===== config.mk =====
export PLATFORM = sky130hd
export DESIGN_NAME = dmni_br_svc_rx
export DESIGN_NICKNAME = d
export VERILOG_FILES = /design/src/rtl/dmni_br_svc_rx.sv
export SDC_FILE = /design/constraint.sdc
export NUM_CORES = 1
export LEC_CHECK = 0
export ABC_AREA = 1
export CORE_ASPECT_RATIO = 1.2
export CORE_UTILIZATION = 35
export CTS_CLUSTER_SIZE = 40
export DETAILED_ROUTE_END_ITERATION = 12
export PLACE_DENSITY_LB_ADDON = 0.25
export SYNTH_ARGS = -nofsm -noshare
export SYNTH_HDL_FRONTEND = slang
export SYNTH_SLANG_ARGS = --single-unit

===== constraint.sdc =====
create_clock -name clk_i -period 11 [get_ports clk_i]
set_clock_uncertainty 0.15 [all_clocks]
set_input_delay 2.75 -clock clk_i [delete_from_list [all_inputs] [get_ports clk_i]]
set_output_delay 2.75 -clock clk_i [all_outputs]
set_load 0.02 [all_outputs]

===== src/rtl/dmni_br_svc_rx.sv =====
// Receive-side BrLite service buffer: in-order FIFO of brlite_svc_t messages
// whose oldest entry is presented combinationally as the head for the DMNI registers.
module dmni_br_svc_rx #(
  parameter int BUFFER_SIZE = 8  // power of two, >= 2
) (
  input  logic                           clk_i,
  input  logic                           rst_i,
  input  logic                           rx_i,
  input  logic [71:0]                    data_i,
  output logic                           ack_o,
  input  logic                           pop_i,
  output logic [7:0]                     head_ksvc_o,
  output logic [15:0]                    head_seq_source_o,
  output logic [15:0]                    head_producer_o,
  output logic [31:0]                    head_payload_o,
  output logic                           pending_o,
  output logic                           full_o,
  output logic [$clog2(BUFFER_SIZE):0]   count_o
);

  localparam int PTR_W = $clog2(BUFFER_SIZE);
  localparam int CNT_W = PTR_W + 1;

  // Field layout matches DMNIPkg::brlite_svc_t.
  typedef struct packed {
    logic [31:0] payload;
    logic [15:0] seq_source;
    logic [15:0] producer;
    logic [7:0]  ksvc;
  } svc_t;

  svc_t             mem [BUFFER_SIZE];
  svc_t             head;
  logic [PTR_W-1:0] wr_ptr;
  logic [PTR_W-1:0] rd_ptr;
  logic [CNT_W-1:0] count;
  logic             do_push;
  logic             do_pop;

  // Flags come from the registered count, so a same-cycle pop never frees a slot early.
  assign full_o    = (count == CNT_W'(BUFFER_SIZE));
  assign pending_o = (count != '0);
  assign ack_o     = rx_i & ~full_o;
  assign count_o   = count;

  assign do_push = ack_o;
  assign do_pop  = pop_i & pending_o;

  // NOTE: the storage array is deliberately not reset; stale entries are never
  // visible because the head is masked whenever count is zero.
  always_ff @(posedge clk_i) begin
    if (do_push) mem[wr_ptr] <= svc_t'(data_i);
  end

  // NOTE: sequential state uses non-blocking assignments so every register
  // updates from pre-edge values, regardless of statement order.
  always_ff @(posedge clk_i or posedge rst_i) begin
    if (rst_i) begin
      wr_ptr <= '0;
      rd_ptr <= '0;
      count  <= '0;
    end else begin
      if (do_push) wr_ptr <= wr_ptr + PTR_W'(1);
      if (do_pop)  rd_ptr <= rd_ptr + PTR_W'(1);
      case ({do_push, do_pop})
        2'b10:   count <= count + CNT_W'(1);
        2'b01:   count <= count - CNT_W'(1);
        default: count <= count;
      endcase
    end
  end

  // NOTE: combinational outputs get a default before any conditional update,
  // which keeps the block free of inferred latches.
  always_comb begin
    head = '0;
    if (pending_o) head = mem[rd_ptr];
  end

  assign head_payload_o    = head.payload;
  assign head_seq_source_o = head.seq_source;
  assign head_producer_o   = head.producer;
  assign head_ksvc_o       = head.ksvc;

endmodule

==> results.md, run 1 <==
* Hold Path Class: reg2reg
* Dpl hpwl at between 20,000 and 30,000 um
* Final min period at 7.37 ns
* Synth Area in XOR/XNOR at 0.189%
* Buffers on Ports at 154
* Sink Count at roughly 590
* Sequential Area at 17,600 um^2
* Crit-path max FO at 184
* Syn Inst Count at approximately 1,800
* Initial Utilization at a little over a third
* Routed length per instance at slightly above 20 um
* Yosys warning total at 0
* Max Clk Rate at 136 MHz
* Drt pass-1 iters at 5
* CP Capture Type: output pin
* Post-CTS Resized at 0
* Largest net degree at the start of global routing at about 190
* TNS Setup at 0 ns
* WP data required at ~8.1 ns
* Global-route wire length before repair at 86,400 um
* Post-synthesis mux area share at 0%
* Leak at 9.03 nW
* Root Driver: clkbuf_16
* Multi-input logic area at 4970 um^2
* Top cells by area, synth: edfxtp_1 75%, nor2_1 8.4%, o21ai_0 4.7%, o211ai_1 2.3%, o22ai_1 1.9%
* Seq cells post-synth at 586
* Crit path arrival time at 4.47 ns
* # Post-CTS Setup Buffers at 0
* Routability cong. at about 0.71
* Synthesis-to-finish area growth at 17.4%
* Most common cell on crit path: nor2_1
* Setup ws final at between 3 and 4 ns
* Syn avg cell area at ~13 um^2
* # IOs at ~160
* CTS Hold Bufs at 0
* Final instance area at 27,200 um^2
* Vias in the first global route at 14,200
* Max-Cap Viols at 0
* Clock Tree Buf Depth at 3
* Layout fillers at 5,944
* Core ar. at 65,000 um^2
* DR DRC count at 0
* Worst slew margin at 22.6%
* DIE AREA at between 60,000 and 70,000 um^2
* Crit path largest cell delay at around 1.0 ns
* Slowest cell on the critical path: buf_4
* P per Cell Area at roughly 290 nW/um^2
* Clock slew at reported path FFs at roughly 0.060 ns
* Total grt overflow at 0
* Gr usage total at 16.9%
* Startpoint types: flop
* Adder-Cell Fraction of Synth Area at less than 1%
* Synth top area share at 74.7%
* DRT Wirelength at around 57,000 um
* Max Slew Vio Count at 0
* Synth Area in Simple Gates at between 10% and 20%
* Final nets at 1,988
* Worst vdd ir at about 0.21 mV
* TritonCTS clock tree: yes
* Most frequent cells in the layout: 576 x edfxtp_1, 509 x nor2_1, 218 x o21ai_0, 154 x clkdlybuf4s50_1, 97 x nand2_1
* Outcome: complete, no violations
* Final Setup Violations at 0
* Commonest non-fill, non-tap cell in the layout: edfxtp_1
* Main combinational cell family by area after synthesis: compound AO/OA/AOI/OAI gates
* Clock Latency Late Sink at 0.60 ns
* Final period utilization at 67.0%
* CTS Buf Count at 59
* Synth cell types at 26
* ANT nets after route at 0
* Die height at 284 um
* Critical path cell sequence: inv_8, buf_4, o21ai_0, o22ai_1, nor2_1, nor2_1, clkdlybuf4s50_1
* Cell Area, Synth at ~23,000 um^2
* Fraction of the mapped netlist area in compound gates at 10.6%
* Starting DRC count in detailed routing at around 860
* Initial antenna violation count at 4
* Hold Violations, Final at 0
* Die X at 237 um
* Tot Pwr at 0.00792 W
* H-tree levels at 2
* Placed cell areas at between 20,000 and 30,000 um^2
* RSZ-0062 raised after global routing: no
* Util after Layout at around two fifths
* Critical path class: reg2out
* Share of layout cells above drive strength 1 at around 6.2%
* Vias/cell at 5.12
* Sequential share of the synthesized area at 75.8%
* Post-Syn Nets at 1,866
* DR vias at about 14,000
* Worst Tran Pin Value at 1.16 ns
* Area leader, netlist: edfxtp_1
* # rows at 102
* DP Worst Slack at 4.02 ns
* Ant. Diodes at 0
[per-stage QoR]
step | hold slack [ns] | cells
after detailed placement | 0.391 | 2678
after CTS | 0.409 | 2786
after floorplan | 0.343 | 1785
after global routing | 0.437 | 2786
final | 0.407 | 2786
after global placement | 0.373 | 2678
[power by group]
group | internal [W] | switching, W
Clock | 0.00110 | 0.000815
Combinational | 0.00105 | 0.00196
Sequential | 0.00280 | 0.000191
[final cells by class]
cell class | instances | share of cell area, %
clock buffers | 77 | 5.83
clock inverters | 31 | 0.893
inverters | 13 | 0.216
multi-input cells | 1068 | 18.3
flip-flops and latches | 586 | 64.6
well taps | 832 | 3.83
repair buffers | 179 | 6.36
[worst paths after layout]
check / start / end / slack [ns] / depth (start not counted)
min in group asynchronous: rst_i / count_o[1]$_DFFE_PP0P_ / 2.29 / 2
max in group asynchronous: rst_i / rd_ptr[0]$_DFFE_PP0P_ / 8.08 / 2
worst min register to register: wr_ptr[0]$_DFFE_PP0P_ / wr_ptr[0]$_DFFE_PP0P_ / 0.41 / 2
worst min-delay path: wr_ptr[0]$_DFFE_PP0P_ / wr_ptr[0]$_DFFE_PP0P_ / 0.41 / 2
worst max-delay path: rd_ptr[0]$_DFFE_PP0P_ / head_seq_source_o[7] / 3.63 / 7
worst max register to register: count_o[1]$_DFFE_PP0P_ / count_o[2]$_DFFE_PP0P_ / 7.50 / 12
[synthesized netlist by cell type]
cell / count
clkbuf_2: 5
buf_4: 20
nand2_1: 98
buf_2: 24
dfrtp_1: 10
inv_2: 1
buf_1: 11
a31oi_1: 1
o22ai_1: 72
xnor2_1: 3
buf_12: 1
edfxtp_1: 576
clkbuf_1: 46
xor2_1: 2
nand3_1: 4
buf_8: 2
buf_6: 9
o21ai_0: 218
o211ai_1: 72
inv_1: 11
ha_1: 5
or2_2: 2
nor2_1: 517
clkinv_1: 1
o21ai_1: 73
a21oi_1: 1
[worst max-delay path, delay by kind of cell, from the launching register on]
family                 cells  cell delay (ns)
AND/OR/NAND/NOR            2             0.34
flip-flops                 1             0.66
buffers and inverters      3             2.46
AO/OA/AOI/OAI              2             0.34
[state kept, by name (all words and copies together), names as in the netlist]
name     count
wr_ptr       3
count_o      4
mem        576
rd_ptr       3
[metal layers]
metal	vias up	track usage [%]	wire length, um
met1	7155	22.6	25900
li1	6713	-	-
met4	8	4.07	1040
met5	-	0	53
met3	88	3.39	2890
met2	300	28.1	27200
[logic make-up after synthesis]
logic type,Yosys count
AND/OR/NAND/NOR,621
flip-flops,586
AO/OA/AOI/OAI,437
buffers and inverters,131
XOR/XNOR,5
adder cells (fa/ha/maj),5
Power figures use the tool's default switching activity.
==> run 2, diff against run 1 <==
Clock period 11 ns to 6.58 ns, I/O delays scaled along.
==> run 2 against run 1 <==
Cell area is 0.62% higher. Sequential share of layout area down 0.40 points. Total power is 68% higher. Via count up 0.88%. First-iteration DRC count grew 11%. Non-clock buffer count grew 6. Combinational power is 73% higher. Core utilization up 0.26 points. Sequential power grew 64%. Critical path depth is 1 lower. Die area unchanged. Worst setup slack lost 2.4 ns. Critical endpoint is now head_producer_o[13]. Largest power group unchanged.
==> results.md, run 2 (same netlist as run 1, synthesis figures left out) <==
* Crit path largest cell delay at around 0.66 ns
* Post-CTS Resized at 0
* Top reg by flops: mem
* # rows at just over 100
* Clock Latency Late Sink at around 0.62 ns
* Max Clk Rate at 187 MHz
* Worst Tran Pin Value at 1.36 ns
* Vias/cell at between 5 and 6
* Tot Pwr at 0.0133 W
* # IOs at 155
* Final Setup Violations at 0
* Most frequent cells in the layout: 576 x edfxtp_1, 509 x nor2_1, 218 x o21ai_0, 154 x clkdlybuf4s50_1, 97 x nand2_1
* Final period utilization at between 80% and 90%
* ANT nets after route at 0
* Outcome: complete, no violations
* Crit path arrival time at 3.54 ns
* Ant. Diodes at 0
* H-tree levels at 2
* Initial Utilization at 35.7%
* Final instance area at 27,400 um^2
* Core ar. at 65,000 um^2
* Critical path class: reg2out
* Drt pass-1 iters at 5
* TritonCTS clock tree: yes
* DRT Wirelength at 57,100 um
* Crit-path max FO at 210
* Final min period at 5.34 ns
* WP data required at 4.79 ns
* Buffers on Ports at 154
* Commonest non-fill, non-tap cell in the layout: edfxtp_1
* Routed length per instance at 20.5 um
* Placed cell areas at 25,500 um^2
* CP Capture Type: output pin
* P per Cell Area at just under 500 nW/um^2
* Sink Count at 586
* Slowest cell on the critical path: clkdlybuf4s50_1
* Delay-heaviest family, CP: buffers and inverters
* Worst vdd ir at about 0.46 mV
* Final nets at 1,993
* Startpoint types: flop
* Gr usage total at between 10% and 20%
* Synthesis-to-finish area growth at 18.1%
* DR vias at 14,400
* Die height at 284 um
* Max reg flops at 576
* Clock slew at reported path FFs at around 0.060 ns
* Max-Cap Viols at 0
* TNS Setup at 0 ns
* Initial antenna violation count at 3
* Leak at 9.07 nW
* Worst slew margin at 9.01%
* CTS Buf Count at 58
* Max Slew Vio Count at 0
* CP Buf/Inv Count at 2
* Root Driver: clkbuf_16
* Largest net degree at the start of global routing at ~220
* Critical path cell sequence: buf_12, o21ai_0, o22ai_1, nor2_1, nor2_1, clkdlybuf4s50_1
* Clock Tree Buf Depth at 3
* Hold Path Class: reg2reg
* DIE AREA at 67,200 um^2
* DR DRC count at 0
* # Post-CTS Setup Buffers at 0
* Share of layout cells above drive strength 1 at 6.58%
* Total grt overflow at 0
* Routability cong. at 0.700
* Global-route wire length before repair at between 80,000 and 90,000 um
* Most common cell on crit path: nor2_1
* Hold Violations, Final at 0
* Vias in the first global route at 14,300
* Layout fillers at 5,891
* CTS Hold Bufs at 0
* RSZ-0062 raised after global routing: no
* Starting DRC count in detailed routing at 950
* Die X at 237 um
* Min Hold Slack at 0.395 ns
* Dpl hpwl at roughly 28,000 um
-- run 2: changes by cell type in the layout (fill, tap and decap cells not counted), moves of 2 or more --
cell | previous run | this run
clkinv_4 | 0 | 2
buf_12 | 0 | 10
clkinv_1 | 12 | 10
clkinvlp_4 | 1 | 5
clkbuf_8 | 0 | 4
buf_4 | 25 | 21
clkbuf_16 | 61 | 59
clkinv_2 | 14 | 8
-- run 2: metrics by stage --
stage,utilization [%],instances,setup slack [ns]
global placement,39.3,2684,1.79
CTS,42.1,2793,1.25
global route,42.1,2793,1.09
floorplan,-,1785,0.805
finish,42.1,2793,1.24
detailed placement,39.3,2684,1.80
-- run 2: layout make-up --
type | count | area [um^2] | share of cell area, %
Sequential cell | 586 | 17600 | 64.2
Multi-Input combinational cell | 1068 | 4970 | 18.2
Timing Repair Buffer | 185 | 1900 | 6.94
Clock buffer | 80 | 1600 | 5.83
Tap cell | 832 | 1040 | 3.81
Clock inverter | 29 | 231 | 0.846
Inverter | 13 | 58.8 | 0.215
-- run 2: final timing paths --
check,slack (ns),start,depth (start not counted),endpoint
worst max-delay path,1.24,rd_ptr[0]$_DFFE_PP0P_,6,head_producer_o[13]
worst min-delay path,0.39,wr_ptr[0]$_DFFE_PP0P_,2,wr_ptr[0]$_DFFE_PP0P_
worst max register to register,3.53,count_o[1]$_DFFE_PP0P_,6,mem[0][30]$_DFFE_PP_
worst min register to register,0.39,wr_ptr[0]$_DFFE_PP0P_,2,wr_ptr[0]$_DFFE_PP0P_
max in group asynchronous,4.74,rst_i,2,rd_ptr[2]$_DFFE_PP0P_
min in group asynchronous,1.18,rst_i,2,rd_ptr[0]$_DFFE_PP0P_
-- run 2: tightest hold or removal path: cells and delay by family, from the launching register on --
family | cells | cell delay, ns
flip-flops | 1 | 0.39
AND/OR/NAND/NOR | 2 | 0.13
-- run 2: report_power, final --
| group | internal (W) | switching [W] |
|---|---|---|
| Clock | 0.00181 | 0.00138 |
| Combinational | 0.00183 | 0.00340 |
| Sequential | 0.00468 | 0.000213 |
-- run 2: metal layers --
layer	GRT usage, %	vias to the layer above	wire length, um
li1	-	6726	-
met1	22.9	7276	26100
met2	28.1	297	27200
met3	3.07	84	2700
met4	4.27	6	1100
met5	0	-	38
